===== config.mk =====
export PLATFORM = sky130hd
export DESIGN_NAME = mem_port_arbiter
export DESIGN_NICKNAME = d
export VERILOG_FILES = /design/src/rtl/mem_port_arbiter_pkg.sv /design/src/rtl/mem_port_arbiter_watchdog.sv /design/src/rtl/mem_port_arbiter.sv
export SDC_FILE = /design/constraint.sdc
export NUM_CORES = 1
export LEC_CHECK = 0
export CAP_MARGIN = 40
export CORE_MARGIN = 4
export CORE_UTILIZATION = 40
export DETAILED_ROUTE_END_ITERATION = 8
export PLACE_DENSITY = 0.79
export SETUP_SLACK_MARGIN = 0.05
export SLEW_MARGIN = 20
export SYNTH_ARGS = -nofsm -noshare
export SYNTH_HDL_FRONTEND = slang
export SYNTH_HIERARCHICAL = 1
export SYNTH_SLANG_ARGS = --single-unit

===== constraint.sdc =====
create_clock -name clk_i -period 2.9 [get_ports clk_i]
set_clock_uncertainty 0.1 [all_clocks]
set_input_delay 0.87 -clock clk_i [delete_from_list [all_inputs] [get_ports clk_i]]
set_output_delay 0.87 -clock clk_i [all_outputs]
set_load 0.02 [all_outputs]

===== src/rtl/mem_port_arbiter_pkg.sv =====
// Shared encodings for the IF/D memory port arbiter.
package mem_port_arbiter_pkg;
   typedef enum logic [1:0] {
      ST_IDLE    = 2'd0,
      ST_BUSY_IF = 2'd1,
      ST_BUSY_D  = 2'd2
   } state_t;

   typedef enum logic {
      GNT_IF = 1'b0,
      GNT_D  = 1'b1
   } gnt_t;

   localparam int TIMEOUT_DEF = 16;
endpackage


===== src/rtl/mem_port_arbiter_watchdog.sv =====
// Saturating access-age counter; expires when an access has waited TIMEOUT-1 cycles.
module mem_port_arbiter_watchdog
   import mem_port_arbiter_pkg::*;
#(
   parameter int TIMEOUT = TIMEOUT_DEF
) (
   input  logic clk_i,
   input  logic rst_ni,
   input  logic clr_i,
   input  logic en_i,
   output logic expired_o
);
   localparam int CW = $clog2(TIMEOUT) + 1;

   logic [CW-1:0] cnt_q;

   always_ff @(posedge clk_i) begin
      if (!rst_ni)
         cnt_q <= '0;
      else if (clr_i)
         cnt_q <= '0;
      else if (en_i && (cnt_q != '1))
         cnt_q <= cnt_q + 1'b1;
   end

   assign expired_o = (cnt_q == CW'(TIMEOUT - 1));
endmodule


===== src/rtl/mem_port_arbiter.sv =====
// Round-robin sharing of one MIO port between instruction fetch and data access,
// with a watchdog that aborts accesses the bus never acknowledges.
module mem_port_arbiter
   import mem_port_arbiter_pkg::*;
#(
   parameter int AW      = 32,
   parameter int DW      = 32,
   parameter int TIMEOUT = TIMEOUT_DEF
) (
   input  logic          clk_i,
   input  logic          rst_ni,
   input  logic          if_req_i,
   input  logic [AW-1:0] if_addr_i,
   output logic          if_done_o,
   output logic [DW-1:0] if_rdata_o,
   input  logic          d_req_i,
   input  logic          d_we_i,
   input  logic [AW-1:0] d_addr_i,
   input  logic [DW-1:0] d_wdata_i,
   output logic          d_done_o,
   output logic [DW-1:0] d_rdata_o,
   output logic          mem_req_o,
   output logic          mem_we_o,
   output logic [AW-1:0] mem_addr_o,
   output logic [DW-1:0] mem_wdata_o,
   input  logic [DW-1:0] mem_rdata_i,
   input  logic          mem_ready_i,
   output logic          stall_o,
   output logic          bus_err_o
);
   state_t        state_q;
   gnt_t          last_q;
   logic          if_done_q, d_done_q, mem_req_q, mem_we_q, bus_err_q;
   logic [AW-1:0] mem_addr_q;
   logic [DW-1:0] mem_wdata_q, if_rdata_q, d_rdata_q;
   logic          busy, gnt_any, gnt_d, wd_exp;

   assign busy = (state_q != ST_IDLE);
   // Hold off arbitration while a done pulse is out: the finishing requester's
   // req is still the stale one and must not be granted again.
   assign gnt_any = !busy && !if_done_q && !d_done_q && (if_req_i || d_req_i);
   assign gnt_d   = d_req_i && (!if_req_i || (last_q == GNT_IF));

   mem_port_arbiter_watchdog #(.TIMEOUT(TIMEOUT)) u_wdog (
      .clk_i     (clk_i),
      .rst_ni    (rst_ni),
      .clr_i     (gnt_any),
      .en_i      (busy && !mem_ready_i),
      .expired_o (wd_exp)
   );

   always_ff @(posedge clk_i) begin
      if (!rst_ni) begin
         state_q     <= ST_IDLE;
         last_q      <= GNT_IF;
         if_done_q   <= 1'b0;
         d_done_q    <= 1'b0;
         mem_req_q   <= 1'b0;
         mem_we_q    <= 1'b0;
         mem_addr_q  <= '0;
         mem_wdata_q <= '0;
         if_rdata_q  <= '0;
         d_rdata_q   <= '0;
         bus_err_q   <= 1'b0;
      end else begin
         if_done_q <= 1'b0;
         d_done_q  <= 1'b0;
         case (state_q)
            ST_IDLE: begin
               if (gnt_any) begin
                  mem_req_q <= 1'b1;
                  if (gnt_d) begin
                     state_q     <= ST_BUSY_D;
                     last_q      <= GNT_D;
                     mem_we_q    <= d_we_i;
                     mem_addr_q  <= d_addr_i;
                     mem_wdata_q <= d_wdata_i;
                  end else begin
                     state_q     <= ST_BUSY_IF;
                     last_q      <= GNT_IF;
                     mem_we_q    <= 1'b0;
                     mem_addr_q  <= if_addr_i;
                     mem_wdata_q <= '0;
                  end
               end
            end
            default: begin
               if (mem_ready_i || wd_exp) begin
                  state_q   <= ST_IDLE;
                  mem_req_q <= 1'b0;
                  if (!mem_ready_i)
                     bus_err_q <= 1'b1;
                  if (state_q == ST_BUSY_D) begin
                     d_done_q  <= 1'b1;
                     d_rdata_q <= mem_ready_i ? mem_rdata_i : '0;
                  end else begin
                     if_done_q  <= 1'b1;
                     if_rdata_q <= mem_ready_i ? mem_rdata_i : '0;
                  end
               end
            end
         endcase
      end
   end

   assign if_done_o   = if_done_q;
   assign d_done_o    = d_done_q;
   assign if_rdata_o  = if_rdata_q;
   assign d_rdata_o   = d_rdata_q;
   assign mem_req_o   = mem_req_q;
   assign mem_we_o    = mem_we_q;
   assign mem_addr_o  = mem_addr_q;
   assign mem_wdata_o = mem_wdata_q;
   assign bus_err_o   = bus_err_q;
   assign stall_o     = (if_req_i && !if_done_q) || (d_req_i && !d_done_q);
endmodule

==> results.toml <==
[logic_synthesis]
synthCells = 650
synth_edf_count = 0
synth.area.top_cells = "dfxtp_1, a21oi_1, nand2_1"
syn-num-nets = 787
yosysUniqueCellTypes = 39
ys_warn_count = 6
yosysSeqAreaShare_pct = 51.32
synth_largest_area_cell = "dfxtp_1"
synth_top_area_share_pct = 51.32
synth-async-reset-ratio_pct = 0
ys.flop_type = "dfxtp_1"
synth.cell_area_um2 = 5500
synth_seq_cells = 141
synth.most_common_cell = "dfxtp_1"
ys_top_cells_by_count = "dfxtp_1, a21oi_1, nand2_1"
syn_avg_cell_area_um2 = 8.462

[finish]
drive_gt1_share_pct = 6.881
n_antenna_cell = 0
area_growth_pct = 61.74
nets = 1025

[placed_design]
io_buffer_count = 267
globalplace.congestion = 0.8305
hpwl_mm = 12.50

[clock_network]
clock_latency_ns = 0.41
cts_num_sinks = 141
ctsHtreeMaxLevel = 4
tritoncts = "built"
cts_inserted_buffers = 17
post_cts_buffers = 0
cts_root_buf = "clkbuf_16"
path_clk_slew_ns = 0.05
holdBufCountCts = 0
clockBufferDepth = 2

[setup_path]
arrival_ns = 1.74
cp_max_fo = 2
cp-end-kind = "output port"
crit_type = "primary input to output port"
crit_required_ns = 1.93
start_kind = "primary input"

[sta]
finalHoldViolCount = 0
setup_viol = 0
slew_viol_final = 0
min_period_ns = 2.705
timing.fmax_mhz = 369.7
slew_headroom_pct = 67.86
final.setup.tns_ns = 0
tightest_slew_ns = 0.4820
rsz0062_at_grt = "false"
fin_hold_ws_ns = 0.3672
fin_crit_sh_pct = 93.28

[power_and_ir_drop]
clockPowerShare_pct = 39.7
intPower_mw = 4.020
p_comb_share_pct = 21.1
power_density_nw_per_um2 = 615.6
seqPwrFrac_pct = 39.2
total_leakage_power_nw = 3.183
switching_share_pct = 26.60
p_switching_mw = 1.457
ir_worst_vdd_mv = 0.4047

[global_routing]
grt_pass1_wl_mm = 28.58
grt-ovfl-total = 0
grt_antenna_before_repair = 0
grt.total_usage_pct = 22.30
grt_max_degree = 71
grt_pass1_vias = 5516

[floorplanning]
core_um2 = 13350
pin_count = 268
rows = 42
die-area_um2 = 15690
die_h_um = 125.3
fp.dieW_um = 125.3
initial_core_util_pct = 41.21

[min_path]
hold_class = "register to register"

[drt]
drt_iter0_drc = 426
drc = 0
routed_wl_mm = 18.18
postRouteAntennaNets = 0
post_drt_wl_per_cell_um = 16.88
vias = 5760
vias_per_cell = 5.348
first_pass_iters = 5

[job]
drv_cap = 0

[status]
status = "finished clean"
==> per-layer routing <==
metal / GRT usage, % / part of all wire [%]
met3: 7.122 / 7.0
met5: 0 / 0
met2: 36.63 / 49
met1: 26.34 / 40
met4: 11.03 / 4.1
==> path summary, 6_finish.rpt <==
check / slack (ns) / endpoint / depth (start not counted) / start
hold reg to reg: 0.37 / mem_wdata_o[16] / 2 / mem_wdata_o[16]
hold / removal: 0.37 / mem_wdata_o[16] / 2 / mem_wdata_o[16]
setup reg to reg: 0.92 / mem_addr_o[1] / 6 / state_q[0]
setup / recovery: 0.19 / stall_o / 4 / if_req_i
==> kinds of logic after synthesis <==
family                   Yosys count  synth area share (%)
buffers and inverters             73                 6.051
flip-flops                       141                 51.32
XOR/XNOR                           2                0.3185
AND/OR/NAND/NOR                  190                 15.74
AO/OA/AOI/OAI                    241                 25.89
adder cells (fa/ha/maj)            3                0.6825
==> registers in the layout (all words and copies together), names as in the netlist <==
name / count
d_rdata_o: 32
d_done_o: 1
mem_addr_o: 32
if_rdata_o: 32
mem_we_o: 1
mem_wdata_o: 32
if_done_o: 1
state_q: 2
last_q: 1
mem_req_o: 1
bus_err_o: 1
u_wdog/cnt_q: 5
==> per-stage QoR <==
stage / power (mW) / instance area (µm²) / worst slack (ns) / util [%] / cells
floorplan: 2.777 / 5500 / 0.6666 / - / 650
global placement: 3.335 / 8302 / -0.2184 / 62.20 / 1045
detailed placement: 3.346 / 8302 / -0.2491 / 62.20 / 1045
CTS: 5.525 / 8901 / 0.05300 / 66.69 / 1077
global route: 5.707 / 8896 / 0.1570 / 66.65 / 1077
finish: 5.477 / 8896 / 0.1950 / 66.65 / 1077
==> final cells by class <==
type	count	area, µm²
clock buffers	26	519.2
clock inverters	6	80.08
fillers	1131	4452
inverters	5	21.27
multi-input cells	436	2365
flip-flops and latches	141	2823
well taps	176	220.2
repair buffers	287	2868
==> worst max-delay path, stage by stage <==
cell	delay (ns)
clkdlybuf4s50_1	0.48
inv_1	0.04
o22ai_1	0.15
clkbuf_2	0.19
==> layout by cell type, fill, tap and decap left out, types with 2 or more instances in the layout <==
| cell type | n |
|---|---|
| buf_12 | 4 |
| bufinv_16 | 2 |
| a21oi_1 | 102 |
| a311oi_1 | 32 |
| clkbuf_16 | 17 |
| buf_4 | 16 |
| clkdlybuf4s50_1 | 266 |
| clkinv_2 | 4 |
| a22oi_1 | 32 |
| nand4_1 | 33 |
| dfxtp_1 | 141 |
| ha_1 | 3 |
| o21ai_0 | 47 |
| nor3_1 | 2 |
| clkbuf_1 | 3 |
| nand2_1 | 100 |
| nor2_1 | 38 |
| o21ai_1 | 21 |
| nor2_2 | 2 |
| nand3_1 | 2 |
| inv_1 | 3 |
| nand2b_1 | 2 |
| clkbuf_8 | 6 |
==> power by group through the flow <==
stage | combinational (mW) | clock [mW] | sequential, mW
final | 1.15 | 2.17 | 2.15
after global routing | 1.24 | 2.30 | 2.16
after CTS | 1.16 | 2.21 | 2.15
after detailed placement | 1.16 | 0 | 2.19
after global placement | 1.15 | 0 | 2.18
after floorplan | 0.435 | 0 | 2.34
==> repair_timing <==
action,4_1_cts,5_1_grt
gates resized for setup,2,1
hold endpoints to repair,0,0
setup endpoints to repair,1,1
Note: power is estimated with default switching activity, not from simulation.
==> edit 1 (same flow settings) <==
Set the package constant `TIMEOUT_DEF` to 32 (it was 16).
--- a/src/rtl/mem_port_arbiter_pkg.sv
+++ b/src/rtl/mem_port_arbiter_pkg.sv
@@ -11,6 +11,6 @@
       GNT_D  = 1'b1
    } gnt_t;
 
-   localparam int TIMEOUT_DEF = 16;
+   localparam int TIMEOUT_DEF = 32;
 endpackage
 
Check against the original RTL: same outputs for any inputs over 4 cycles, from zero or initial values and one cycle with rst_ni low; that may be too few to reach the edited logic, so the function may still have changed.
==> edit 1 against the unedited design <==
Sequential cell count is 1 higher; setup slack got worse by 0.035 ns; clock power fell by 5%; final area grew 0.55%; wire length is 0.99% higher; largest power group is now registers; area after synthesis grew 0.86%; power fell by 1.6%; sequential share of layout area rose by 0.051 points.
==> edit 1: results <==
status:
  run_status: "finished, final reports clean"
layout:
  final_core_util_pct: 66.8
  fin_cells: 1085
  nNonClkBuffers: 288
  layout.area.seq_um2: 2840
  share_of_cell_area_taken_by_multi_input_logic_gates_pct: 26.7
  buf_share_pct: 32.4
  final.fill_count: 1132
  layout.nets: 1031
  n_multi_input_combinational_cell: 442
  post_route_cells_drive_above_1_share_pct: 7.04
  clock_buffers: 20
  portion_of_the_layout_cell_area_used_by_clock_cells_pct: 6.35
drt:
  wl_per_cell_um: 16.9
  drt-initial-drc-count: 448
  detail_route.vias_per_cell: 5.32
  drtPass1Iterations: 5
synthesis:
  synth_xor_xnor_area_share_pct: 0
  synth_compound_gate_area_share_pct: 26.0
  synth-seq-area-share_pct: 51.2
  yosys.area_share.adder_pct: 0.226
  avgSynthCellArea_um2: 8.44
  synth.net_count: 792
  synth_top_cells_by_count: "142 x dfxtp_1, 103 x nand2_1, 100 x a21oi_1"
  netlist_area_um2: 5550
  synth.area.mux_share_pct: 0.361
  ys_types: 38
  synth_top_cells_by_area: "dfxtp_1 51%, a21oi_1 9.0%, nand2_1 7.0%"
global_route:
  grt_start_max_net_pins: 68
  first_global_vias: 5621
  grt_pass1_wl_um: 28800
  globalRouteTotalUtil_pct: 22.1
setup_path:
  rr_startpoint: "state_q[0]$_SDFFE_PN0P_"
  reg2reg_slack_ns: 0.90
  reg2reg_depth: 4
  timing_startpoint_of_the_critical_path: "if_req_i"
  cp.arrival_ns: 1.77
  reg2reg_to: "mem_wdata_o[23]$_SDFFE_PN0P_"
clock_tree:
  cts.clk_slew.worst_paths_ns: 0.06
  clockRootBuffer: "clkbuf_16"
  clk-insertion-delay-late_ns: 0.41
  cts_sinks: 142
  cts_resized: 3
  cts_made_buffers: 17
place:
  place_worst_setup_slack_ns: -0.281
  routabilityCongestion: 0.810
  dpl.hpwl_um: 12500
  dpl_cell_area_um2: 8380
sta:
  layout_min_cycle_time_ns: 2.74
  timing.slew.headroom_pct: 66.8
  whs_ns: 0.371
min_path:
  worstHoldPathCells: 2
  holdCritStartpoint: "mem_wdata_o[13]$_SDFFE_PN0P_"
  worstHoldEndpoint: "mem_wdata_o[13]$_SDFFE_PN0P_"
pwr:
  vdd.ir_drop.worst_v: 0.000390
  power.leakage_uw: 0.00317
job:
  cap_violations: 0
-- edit 1: cell types whose count changed after synthesis, sizes merged, moves of 2 or more --
| cell | delta |
|---|---|
| mux2i | +2 |
| nand4 | +2 |
| nor2 | -3 |
| a21oi | -2 |
| ha | -2 |
| a31oi | +3 |
| nor3 | +3 |
| nand2 | +3 |
-- edit 1: routing by layer --
metal / vias up / wire [µm] / track usage (%) / share of wire, %
met1: 2657 / 7370 / 25.3 / 40
met2: 232 / 9040 / 37.7 / 49
met3: 34 / 1440 / 7.79 / 7.8
li1: 2850 / - / - / -
met4: 0 / 510 / 8.96 / 2.8
met5: - / 0 / 0 / 0
-- edit 1: critical path: stages --
cell	delay, ns
clkdlybuf4s50_1	0.50
inv_1	0.05
o22ai_1	0.16
buf_2	0.19
-- edit 1: report_power, final --
group | leakage, µW | switching (µW) | internal [µW] | total, µW
logic | 0.00174 | 609 | 550 | 1160
registers | 0.00116 | 74.1 | 2090 | 2160
clock network | 0.000273 | 838 | 1230 | 2070
==> edit 2 (same flow settings) <==
Without the edit above. Reset style: asynchronous (`rst_ni`), changed in 2 clocked blocks.
--- a/src/rtl/mem_port_arbiter_watchdog.sv
+++ b/src/rtl/mem_port_arbiter_watchdog.sv
@@ -14,7 +14,7 @@
 
    logic [CW-1:0] cnt_q;
 
-   always_ff @(posedge clk_i) begin
+   always_ff @(posedge clk_i or negedge rst_ni) begin
       if (!rst_ni)
          cnt_q <= '0;
       else if (clr_i)
--- a/src/rtl/mem_port_arbiter.sv
+++ b/src/rtl/mem_port_arbiter.sv
@@ -49,7 +49,7 @@
       .expired_o (wd_exp)
    );
 
-   always_ff @(posedge clk_i) begin
+   always_ff @(posedge clk_i or negedge rst_ni) begin
       if (!rst_ni) begin
          state_q     <= ST_IDLE;
          last_q      <= GNT_IF;
Behaviour: differs if rst_ni is asserted again (counterexample within 4 cycles, from zero or initial values and one cycle with rst_ni low); with rst_ni held inactive, the same outputs for 4 cycles.
==> edit 2 against the unedited design <==
Final area up 4.9%; sequential cell count unchanged; setup slack about the same; area after synthesis up 6.8%; largest cell class is now registers; synthesized cell count down 32%; count of clock-buffer cells in the layout down 7; sequential share of layout area up 6.1 points; critical path depth unchanged; wire length down 11%.
Power is not compared: it rests on default switching activity, and its combinational part moved more than twofold at a synthesized area within 25%.
==> edit 2: results <==
global_route:
  grt_pass1_wl_um: 25400
  grt_start_max_net_pins: 65
  first_global_vias: 4834
  globalRouteMet2Util_pct: 33.3
  global_route.usage.met3_pct: 6.10
  globalRouteTotalUtil_pct: 19.5
drt:
  route.met2.wl_um: 8190
  drtPass1Iterations: 4
  drt-initial-drc-count: 158
  route.final.wire_length_um: 16200
  met3RoutedLength_um: 1390
layout:
  post_route_cells_drive_above_1_share_pct: 12.6
  layout.nets: 849
  fin_cells: 909
synthesis:
  synth.area.mux_share_pct: 18.4
  avgSynthCellArea_um2: 13.4
  synth_xor_xnor_area_share_pct: 0.298
  synth_compound_gate_area_share_pct: 10.6
  ys_types: 34
  synth-seq-area-share_pct: 60.0
  synth_top_cells_by_count: "141 x dfrtp_1, 63 x a22o_1, 38 x inv_1"
setup_path:
  reg2reg_slack_ns: 0.66
place:
  place.detailed.instances: 877
die:
  effective_utilization_at_floorplan_pct: 40.6
sta:
  whs_ns: 0.309
status:
  run_status: "finished, final reports clean"
==> edit 2: cell count changes in the layout (fill, tap and decap cells not counted), moves of 34 or more <==
cell / delta
a21oi_1: -102
a22o_1: +63
dfrtp_1: +141
dfxtp_1: -141
inv_1: +35
mux2_1: +34
mux2i_1: +34
nand2_1: -65
o21ai_0: -45
==> edit 2: final cells by class <==
type	instances	area, µm²
tap	184	230
sequential	141	3530
clock inverter	13	113
timing repair buffer	283	2850
clock buffer	19	453
fill	1089	5140
inverter	39	148
multi-input combinational	230	2010
==> edit 2: metrics by stage <==
stage,power [µW],setup slack [ns],instance area (µm²)
CTS,10300,0.0596,9340
finish,10200,0.195,9340
global route,10800,0.145,9340
floorplan,5910,0.667,5880
detailed placement,8240,-0.235,8770
global placement,8100,-0.235,8770
==> edit 2: what timing repair did <==
action | in CTS | in global routing
setup buffers | 0 | 0
resized for setup | 2 | 1
setup endpoints to repair | 1 | 1
